--- src/rtl/msdap_output_serializer_if.sv ---
// -----------------------------------------------------------------------------
// msdap_output_serializer_if
//
// Purpose: groups the parallel load handshake and the serial output bus of the
// MSDAP output serializer.
//
// Signals:
//   load_valid    producer -> serializer, dataL/dataR valid this cycle
//   load_ready    serializer -> producer, holding register empty
//   dataL, dataR  WIDTH-bit left/right channel results
//   OutputL/R     serial bits, MSB first
//   OutReady      high while a word is on the serial lines
//   tx_done       one-cycle pulse coincident with the LSB
//
// Modports: master (producer / testbench side), slave (serializer side).
// -----------------------------------------------------------------------------
interface msdap_output_serializer_if #(
    parameter int WIDTH = 40
);
    logic             load_valid;
    logic             load_ready;
    logic [WIDTH-1:0] dataL;
    logic [WIDTH-1:0] dataR;
    logic             OutputL;
    logic             OutputR;
    logic             OutReady;
    logic             tx_done;

    modport master (
        output load_valid,
        output dataL,
        output dataR,
        input  load_ready,
        input  OutputL,
        input  OutputR,
        input  OutReady,
        input  tx_done
    );

    modport slave (
        input  load_valid,
        input  dataL,
        input  dataR,
        output load_ready,
        output OutputL,
        output OutputR,
        output OutReady,
        output tx_done
    );
endinterface

--- src/rtl/msdap_output_serializer.sv ---
// -----------------------------------------------------------------------------
// msdap_output_serializer
//
// Purpose: parallel-to-serial output stage for the stereo datapath. One
// left/right pair is accepted per handshake into a one-entry holding register
// and shifted out MSB-first, one bit per SCLK cycle, on OutputL/OutputR with
// OutReady framing the word. The holding register allows back-to-back words
// with no OutReady gap.
//
// Ports:
//   SCLK         system clock, rising edge
//   rst_n        synchronous active-low reset (priority over clear)
//   clear        synchronous abort: flushes holding register and shifter
//   frame_pulse  frame marker, only used with MSDAP_TX_FRAME_SYNC_EN
//   bus          slave modport of msdap_output_serializer_if
//
// Configuration:
//   MSDAP_TX_FRAME_SYNC_EN  when defined, every word start (including
//                           back-to-back starts) waits for frame_pulse in the
//                           WAIT_SYNC state. Undefined: words start as soon as
//                           the holding register is full and the shifter free.
//
// All outputs come straight from flops; their next values are derived from the
// next-state of the FSM and datapath, so there is no input-to-output path.
// -----------------------------------------------------------------------------
module msdap_output_serializer #(
    parameter int WIDTH = 40
) (
    input  logic                     SCLK,
    input  logic                     rst_n,
    input  logic                     clear,
    input  logic                     frame_pulse,
    msdap_output_serializer_if.slave bus
);

    localparam int               CNT_W    = $clog2(WIDTH);
    localparam logic [CNT_W-1:0] LAST_BIT = CNT_W'(WIDTH - 1);

`ifdef MSDAP_TX_FRAME_SYNC_EN
    typedef enum logic [1:0] {
        IDLE      = 2'd0,
        WAIT_SYNC = 2'd1,
        SHIFT     = 2'd2
    } state_t;
`else
    typedef enum logic [1:0] {
        IDLE  = 2'd0,
        SHIFT = 2'd2
    } state_t;
`endif

    state_t             state_q, state_d;
    logic [CNT_W-1:0]   cnt_q, cnt_d;
    logic [WIDTH-1:0]   sh_l_q, sh_l_d;
    logic [WIDTH-1:0]   sh_r_q, sh_r_d;
    logic [WIDTH-1:0]   hold_l_q, hold_l_d;
    logic [WIDTH-1:0]   hold_r_q, hold_r_d;
    logic               hold_full_q, hold_full_d;

    logic               out_l_q, out_l_d;
    logic               out_r_q, out_r_d;
    logic               out_rdy_q, out_rdy_d;
    logic               tx_done_q, tx_done_d;
    logic               load_ready_q, load_ready_d;

    logic               xfer_s;      // holding register moves into the shifters
    logic               shift_s;     // shifters advance by one bit
    logic               accept_s;    // load handshake completes this edge
    logic               start_ok_s;  // a new word may start on this edge

`ifdef MSDAP_TX_FRAME_SYNC_EN
    assign start_ok_s = frame_pulse;
`else
    logic unused_frame_pulse_s;
    assign unused_frame_pulse_s = frame_pulse;
    assign start_ok_s           = 1'b1;
`endif

    // FSM next-state: word start, shift progress and end-of-word decision.
    always_comb begin
        state_d = state_q;
        xfer_s  = 1'b0;
        shift_s = 1'b0;
        if (clear) begin
            state_d = IDLE;
        end else begin
            case (state_q)
                IDLE: begin
                    if (hold_full_q) begin
`ifdef MSDAP_TX_FRAME_SYNC_EN
                        state_d = WAIT_SYNC;
`else
                        state_d = SHIFT;
                        xfer_s  = 1'b1;
`endif
                    end else begin
                        state_d = IDLE;
                    end
                end
`ifdef MSDAP_TX_FRAME_SYNC_EN
                WAIT_SYNC: begin
                    if (frame_pulse) begin
                        state_d = SHIFT;
                        xfer_s  = 1'b1;
                    end else begin
                        state_d = WAIT_SYNC;
                    end
                end
`endif
                SHIFT: begin
                    if (cnt_q == LAST_BIT) begin
                        // Only a word already held before this edge can chain
                        // on without a gap; a load landing now waits.
                        if (hold_full_q && start_ok_s) begin
                            state_d = SHIFT;
                            xfer_s  = 1'b1;
`ifdef MSDAP_TX_FRAME_SYNC_EN
                        end else if (hold_full_q) begin
                            state_d = WAIT_SYNC;
`endif
                        end else begin
                            state_d = IDLE;
                        end
                    end else begin
                        state_d = SHIFT;
                        shift_s = 1'b1;
                    end
                end
                default: begin
                    state_d = IDLE;
                end
            endcase
        end
    end

    // Holding register: capture on handshake, drain on transfer, flush on clear.
    always_comb begin
        hold_full_d = hold_full_q;
        hold_l_d    = hold_l_q;
        hold_r_d    = hold_r_q;
        accept_s    = bus.load_valid & ~hold_full_q & ~clear;
        if (clear) begin
            hold_full_d = 1'b0;
        end else if (xfer_s) begin
            hold_full_d = 1'b0;
        end else if (accept_s) begin
            hold_full_d = 1'b1;
            hold_l_d    = bus.dataL;
            hold_r_d    = bus.dataR;
        end else begin
            hold_full_d = hold_full_q;
        end
    end

    // Shifters and bit counter; the counter restarts at 0 on every transfer.
    always_comb begin
        sh_l_d = sh_l_q;
        sh_r_d = sh_r_q;
        cnt_d  = cnt_q;
        if (clear) begin
            sh_l_d = {WIDTH{1'b0}};
            sh_r_d = {WIDTH{1'b0}};
            cnt_d  = {CNT_W{1'b0}};
        end else if (xfer_s) begin
            sh_l_d = hold_l_q;
            sh_r_d = hold_r_q;
            cnt_d  = {CNT_W{1'b0}};
        end else if (shift_s) begin
            sh_l_d = {sh_l_q[WIDTH-2:0], 1'b0};
            sh_r_d = {sh_r_q[WIDTH-2:0], 1'b0};
            cnt_d  = cnt_q + CNT_W'(1);
        end else begin
            sh_l_d = sh_l_q;
            sh_r_d = sh_r_q;
            cnt_d  = cnt_q;
        end
    end

    // Output flop inputs, decoded from the next state so outputs stay registered.
    always_comb begin
        out_l_d      = 1'b0;
        out_r_d      = 1'b0;
        out_rdy_d    = 1'b0;
        tx_done_d    = 1'b0;
        load_ready_d = ~hold_full_d;
        if (state_d == SHIFT) begin
            out_l_d   = sh_l_d[WIDTH-1];
            out_r_d   = sh_r_d[WIDTH-1];
            out_rdy_d = 1'b1;
            tx_done_d = (cnt_d == LAST_BIT);
        end else begin
            out_l_d   = 1'b0;
            out_r_d   = 1'b0;
            out_rdy_d = 1'b0;
            tx_done_d = 1'b0;
        end
    end

    // State, datapath and output registers with synchronous active-low reset.
    always_ff @(posedge SCLK) begin
        if (!rst_n) begin
            state_q      <= IDLE;
            cnt_q        <= {CNT_W{1'b0}};
            sh_l_q       <= {WIDTH{1'b0}};
            sh_r_q       <= {WIDTH{1'b0}};
            hold_l_q     <= {WIDTH{1'b0}};
            hold_r_q     <= {WIDTH{1'b0}};
            hold_full_q  <= 1'b0;
            out_l_q      <= 1'b0;
            out_r_q      <= 1'b0;
            out_rdy_q    <= 1'b0;
            tx_done_q    <= 1'b0;
            load_ready_q <= 1'b1;
        end else begin
            state_q      <= state_d;
            cnt_q        <= cnt_d;
            sh_l_q       <= sh_l_d;
            sh_r_q       <= sh_r_d;
            hold_l_q     <= hold_l_d;
            hold_r_q     <= hold_r_d;
            hold_full_q  <= hold_full_d;
            out_l_q      <= out_l_d;
            out_r_q      <= out_r_d;
            out_rdy_q    <= out_rdy_d;
            tx_done_q    <= tx_done_d;
            load_ready_q <= load_ready_d;
        end
    end

    assign bus.OutputL    = out_l_q;
    assign bus.OutputR    = out_r_q;
    assign bus.OutReady   = out_rdy_q;
    assign bus.tx_done    = tx_done_q;
    assign bus.load_ready = load_ready_q;

endmodule

--- src/flat_wrapper.sv ---
// flat-port wrapper written by rule: the top's interface ports become plain ports
module msdap_output_serializer_flat 
#(
    parameter int WIDTH = 40
)
  (SCLK, rst_n, clear, frame_pulse, bus_load_valid, bus_dataL, bus_dataR, bus_load_ready, bus_OutputL, bus_OutputR, bus_OutReady, bus_tx_done);
  msdap_output_serializer_if #(.WIDTH(WIDTH)) bus_i ();
  input  logic SCLK;
  input  logic rst_n;
  input  logic clear;
  input  logic frame_pulse;
  input wire logic [$bits(bus_i.load_valid)-1:0] bus_load_valid;
  input wire logic [$bits(bus_i.dataL)-1:0] bus_dataL;
  input wire logic [$bits(bus_i.dataR)-1:0] bus_dataR;
  output wire logic [$bits(bus_i.load_ready)-1:0] bus_load_ready;
  output wire logic [$bits(bus_i.OutputL)-1:0] bus_OutputL;
  output wire logic [$bits(bus_i.OutputR)-1:0] bus_OutputR;
  output wire logic [$bits(bus_i.OutReady)-1:0] bus_OutReady;
  output wire logic [$bits(bus_i.tx_done)-1:0] bus_tx_done;
  assign bus_i.load_valid = bus_load_valid;
  assign bus_i.dataL = bus_dataL;
  assign bus_i.dataR = bus_dataR;
  assign bus_load_ready = bus_i.load_ready;
  assign bus_OutputL = bus_i.OutputL;
  assign bus_OutputR = bus_i.OutputR;
  assign bus_OutReady = bus_i.OutReady;
  assign bus_tx_done = bus_i.tx_done;
  msdap_output_serializer #(.WIDTH(WIDTH)) u_core (.SCLK(SCLK), .rst_n(rst_n), .clear(clear), .frame_pulse(frame_pulse), .bus(bus_i));
endmodule
--- config.mk ---
export PLATFORM = sky130hd
export DESIGN_NAME = msdap_output_serializer_flat
export DESIGN_NICKNAME = d
export VERILOG_FILES = /design/src/rtl/msdap_output_serializer_if.sv /design/src/rtl/msdap_output_serializer.sv /design/src/flat_wrapper.sv
export SDC_FILE = /design/constraint.sdc
export NUM_CORES = 1
export LEC_CHECK = 0
export ABC_CLOCK_PERIOD_IN_PS = 3650
export BUFFER_PORTS_ARGS = -buffer_cell sky130_fd_sc_hd__buf_2
export CAP_MARGIN = 20
export CORE_UTILIZATION = 44
export DETAILED_ROUTE_END_ITERATION = 10
export GPL_ROUTABILITY_DRIVEN = 0
export MAX_ROUTING_LAYER = met4
export SYNTH_ARGS = -nofsm -noshare
export SYNTH_HDL_FRONTEND = slang
export SYNTH_SLANG_ARGS = --single-unit
--- constraint.sdc ---
create_clock -name SCLK -period 3.65 [get_ports SCLK]
set_input_delay 0.365 -clock SCLK [delete_from_list [all_inputs] [get_ports SCLK]]
set_output_delay 0.365 -clock SCLK [all_outputs]
set_load 0.02 [all_outputs]
==> After elaboration in Yosys (flattened, before gate mapping) <==
Index checks and enable logic that the tools add are counted.
{ "totals": {"register_bits": 174, "inputBits": 85, "out_inout_bits": 5, "word_cells": 55} }
{ "classes": {"add_sub_neg": 1, "n_eq_ne": 4, "n_mux": 24, "bitwise": 7, "reduce_logical": 5} }
{ "ops": {"columns": ["cell", "count"], "rows": [
  ["40-bit 2-to-1 mux", 6],
  ["6-bit 2-to-1 mux", 3],
  ["6-bit == test, second input constant", 2],
  ["1-bit 2-to-1 mux", 10],
  ["6-bit by 1-bit adder with 6-bit output, second input constant", 1],
  ["2-bit 2-to-1 mux", 3],
  ["1-bit inverter", 5],
  ["2-bit == test, second input constant", 2],
  ["2-bit one-hot mux with 2 select lines", 1],
  ["3-bit AND reduction", 1],
  ["1-bit bitwise AND", 2],
  ["2-bit logical NOT", 1],
  ["1-bit one-hot mux with 2 select lines", 1],
  ["2-bit AND reduction", 1],
  ["2-bit nonzero test", 1],
  ["2-bit OR reduction", 1]
]} }

==> Depth between registers and ports, before layout <==
{ "depth": {"depth_word": 8, "depth_mapped": 7} }

==> Least setup slack after synthesis <==
No wires, ideal clock.
{ "synth_path": {"path_kind": "flip-flop to flip-flop", "startpoint": "register u_core.cnt_q[0]", "endpoint": "register u_core.sh_l_q[14]", "setup_ns": 0.079, "arrival_time_ns": 1.412, "t_required_ns": 3.571, "setup_slack_ns": 2.158, "stages_incl_launch_ff": 8, "n_path_buf": 2, "period_less_slack_ns": 1.492, "path_cell_list": "dfxtp_1 -> ha_1 -> nand4b_1 -> o21ai_2 -> buf_4 -> buf_4 -> nor2_1 -> a211oi_2"} }
{ "synth_between": {"elab_chain_cells": 5, "elab_cells_between_ends": 9} }
{ "synth_rtl": {"columns": ["element", "line", "source"], "rows": [
  ["start: declaration", "msdap_output_serializer.sv:53", "logic [CNT_W-1:0] cnt_q, cnt_d;"],
  ["start signal: assignment", "msdap_output_serializer.sv:203", "cnt_q <= {CNT_W{1'b0}};"],
  ["start signal: assignment", "msdap_output_serializer.sv:216", "cnt_q <= cnt_d;"],
  ["6-bit == test *", "msdap_output_serializer.sv:111", "if (cnt_q == LAST_BIT) begin"],
  ["1-bit 2-to-1 mux", "msdap_output_serializer.sv:111", null],
  ["1-bit one-hot mux with 2 select lines / 1-bit 2-to-1 mux (equally long branches)", "msdap_output_serializer.sv:87", "case (state_q)"],
  ["1-bit 2-to-1 mux", "msdap_output_serializer.sv:84", "if (clear) begin"],
  ["40-bit 2-to-1 mux / 2-bit nonzero test (equally long branches)", null, null],
  ["end signal: assignment", "msdap_output_serializer.sv:204", "sh_l_q <= {WIDTH{1'b0}};"],
  ["end signal: assignment", "msdap_output_serializer.sv:217", "sh_l_q <= sh_l_d;"],
  ["end: declaration", "msdap_output_serializer.sv:54", "logic [WIDTH-1:0] sh_l_q, sh_l_d;"]
]} }
Every way passes the cells marked *; elsewhere a longest branch is shown, timed or not.
A chain may end at the register's enable or synchronous reset.

==> Final worst setup path <==
{ "layout_path": {"startpoint": "register u_core.hold_full_q", "endpoint": "register u_core.sh_r_q[3]"} }
{ "layout_between": {"elab_chain_cells": 5, "elab_cells_between_ends": 6} }
{ "layout_rtl": {"columns": ["element", "line", "source"], "rows": [
  ["start: declaration", "msdap_output_serializer.sv:58", "logic hold_full_q, hold_full_d;"],
  ["start signal: assignment", "msdap_output_serializer.sv:221", "hold_full_q <= hold_full_d;"],
  ["1-bit 2-to-1 mux *", "msdap_output_serializer.sv:89, msdap_output_serializer.sv:114", null],
  ["1-bit 2-to-1 mux", "msdap_output_serializer.sv:111", null],
  ["1-bit one-hot mux with 2 select lines *", "msdap_output_serializer.sv:87", null],
  ["1-bit 2-to-1 mux *", "msdap_output_serializer.sv:84", null],
  ["40-bit 2-to-1 mux / 2-bit nonzero test (equally long branches)", null, null],
  ["end signal: assignment", "msdap_output_serializer.sv:205", "sh_r_q <= {WIDTH{1'b0}};"],
  ["end signal: assignment", "msdap_output_serializer.sv:218", "sh_r_q <= sh_r_d;"],
  ["end: declaration", "msdap_output_serializer.sv:55", "logic [WIDTH-1:0] sh_r_q, sh_r_d;"]
]} }
Marks and branches as above.

==> qor.yml <==
status:
  outcome: "complete, no violations"
worst_setup_path:
  path_cells: "buf_4, mux2i_1, a211oi_1"
  path_buf_inv: 1
  slowest_delay_ns: 0.84
  crit_family: "buffers and inverters"
  cp-end-kind: "flip-flop"
  critPathMaxFanout: 58
  crit_required_ns: 3.98
  crit_type: "reg2reg"
  arrival_ns: 2.46
  start_kind: "flip-flop"
  cpMaxStageDelayCell: "buf_4"
clocking:
  postCtsSetupBuffers: 0
  postCtsHoldBufs: 0
  worstSkewPairLatency_ns: 0.42
  cts_tree: "built"
  root_buffer: "clkbuf_16"
  cts.clk_slew.worst_paths_ns: 0.07
  cts_made_buffers: 17
  htree_levels: 4
  cts-resized-gates: 0
  cts.path.max_buffers: 2
  clock-sinks: 170
timing:
  fmax_ghz: 0.469
  tightestPinTransition_ns: 1.02
  hold_viol_final: 0
  final_max_slew_viol_count: 0
  setup_violations: 0
  rsz0062_at_grt: "no"
  skew_ns: 0.00625
  max-slew-margin-rel_pct: 32.1
  tns_ns: 0
  fin_ws_ns: 1.52
  finalCritPeriodShare_pct: 58.4
  finalCriticalPeriod_ns: 2.13
final_layout:
  layout-drive-gt1-share_pct: 18.6
  layout_commonest_cell: "dfxtp_1"
  final_cell_mix: "dfxtp_1, nand2_1, buf_2, nor2_1, a21boi_0"
  n_antenna_cell: 0
  finalNonFillerCells: 1025
  final_cell_area_um2: 8120
  nets: 887
  area_growth_pct: 16.1
drt:
  final_antenna_net_count: 0
  drt_iter0_markers: 256
  vias: 5190
  first_pass_iters: 4
  vias_per_cell: 5.06
  drt-total-wl_mm: 13.9
  drc: 0
  wl_per_cell_um: 13.6
floorplan:
  rows: 45
  die_y_um: 128
  coreArea_um2: 15400
  start_util_pct: 45.5
  die_x_um: 128
  boundaryPins: 90
  dieArea_um2: 16400
yosys:
  yosysWarnings: 0
  ys_ff_latch: 170
  yosysUniqueCellTypes: 33
  syn_area_um2: 6990
  synth_nets: 841
  yosys-top-cells-area: "dfxtp_1, mux2i_1, nand2_1"
  synth-seq-area-share_pct: 48.7
  synth_largest_area_cell: "dfxtp_1"
  netlist.area_leader.share_pct: 48.7
  syn_avg_cell_area_um2: 9.26
  synthCells: 755
global_route:
  grt_pass1_vias: 5105
  antenna_found_initial: 0
  grt_max_degree: 158
  grt_pass1_wl_mm: 24.0
  grt-ovfl-total: 0
  grt_use_total_pct: 19.1
placed_design:
  place_area_um2: 7440
  pre_cts_slack_ns: 1.50
  port_buffers: 88
  hpwl_mm: 8.25
  dp_cells: 993
power:
  p_per_area_nw_per_um2: 519
  vdd_drop_max_mv: 0.355
  leakagePower_nw: 3.02
job:
  cap_violations: 0
hold_path:
  hp-class: "in2reg"
[through the flow]
stage	hold slack [ns]	util, %	total power [mW]
finish	0.186	52.8	4.21
global route	0.177	52.8	4.37
CTS	0.169	52.8	4.26
detailed placement	0.458	48.4	2.23
global placement	0.451	48.4	2.22
floorplan	0.431	-	2.15
[synth_stat cells]
| cell type | n |
|---|---|
| buf_4 | 6 |
| a311oi_1 | 1 |
| a21oi_1 | 5 |
| mux2i_1 | 79 |
| buf_6 | 2 |
| nor2_1 | 82 |
| nor4_1 | 1 |
| nand4_1 | 1 |
| nand3b_1 | 1 |
| xnor2_1 | 1 |
| buf_2 | 41 |
| nand3_1 | 3 |
| a32o_1 | 1 |
| nand2_1 | 165 |
| clkbuf_1 | 17 |
| or4bb_1 | 1 |
| nand2b_1 | 2 |
| nand4b_1 | 1 |
| o21ai_2 | 1 |
| nor2b_1 | 1 |
| nor3b_1 | 4 |
| o21a_1 | 2 |
| buf_1 | 1 |
| a21boi_0 | 80 |
| xor2_1 | 3 |
| or3b_2 | 1 |
| a211oi_2 | 20 |
| a21o_1 | 1 |
| nor3_1 | 2 |
| ha_1 | 1 |
| and3_1 | 2 |
| dfxtp_1 | 170 |
| a211oi_1 | 56 |
[path summary, 6_finish.rpt]
kind	cells after the start	startpoint	endpoint	slack, ns
worst max-delay path	3	u_core.hold_full_q	u_core.sh_r_q[3]	1.52
worst min-delay path	3	bus_dataR[5]	u_core.hold_r_q[5]	0.19
worst max register to register	3	u_core.hold_full_q	u_core.sh_r_q[3]	1.52
worst min register to register	2	u_core.sh_r_q[38]	u_core.bus.OutputR	0.46
[worst reg2reg max path, cell delays in order (launching register included)]
cell and delay, ns:
dfxtp_4 0.68, buf_4 0.84, mux2i_1 0.22, a211oi_1 0.30
[area by class of cell]
type                       count  area (µm²)
clock inverter                13         215
fill                        1455        7250
tap                          211         264
multi-input combinational    518        3270
timing repair buffer          94         498
clock buffer                  19         464
sequential                   170        3410
[registers in the layout (all words and copies together), names as in the netlist]
name	cells
u_core.hold_l_q	40
u_core.hold_r_q	40
u_core.sh_l_q	39
u_core.sh_r_q	39
u_core.cnt_q	6
u_core.bus.OutReady	1
u_core.bus.OutputL	1
u_core.bus.OutputR	1
u_core.bus.load_ready	1
u_core.bus.tx_done	1
u_core.hold_full_q	1
[cell families after synthesis]
family | Yosys count | synth area share, %
compound gates | 167 | 19.3
buf+inv | 67 | 4.87
simple gates | 267 | 15.2
xor+xnor | 4 | 0.501
fa+ha+maj | 1 | 0.179
flops | 170 | 48.7
mux | 79 | 11.3
[routing by layer]
layer | routed length [µm] | global-route usage, % | up-vias | part of all wire, %
met5 | 0 | - | - | 0
met2 | 6680 | 32.0 | 70 | 48
met4 | 146 | 6.02 | 0 | 1.0
met3 | 430 | 4.59 | 14 | 3.1
li1 | - | - | 2686 | -
met1 | 6680 | 22.6 | 2420 | 48
[power breakdown]
part / switching, mW / total [mW] / leakage, nW / internal, mW
Sequential: 0.0344 / 1.94 / 1.38 / 1.91
Clock: 0.747 / 2.02 / 0.317 / 1.28
Combinational: 0.138 / 0.242 / 1.32 / 0.105
Total: 0.919 / 4.21 / 3.02 / 3.29
Power figures use the tool's default switching activity.
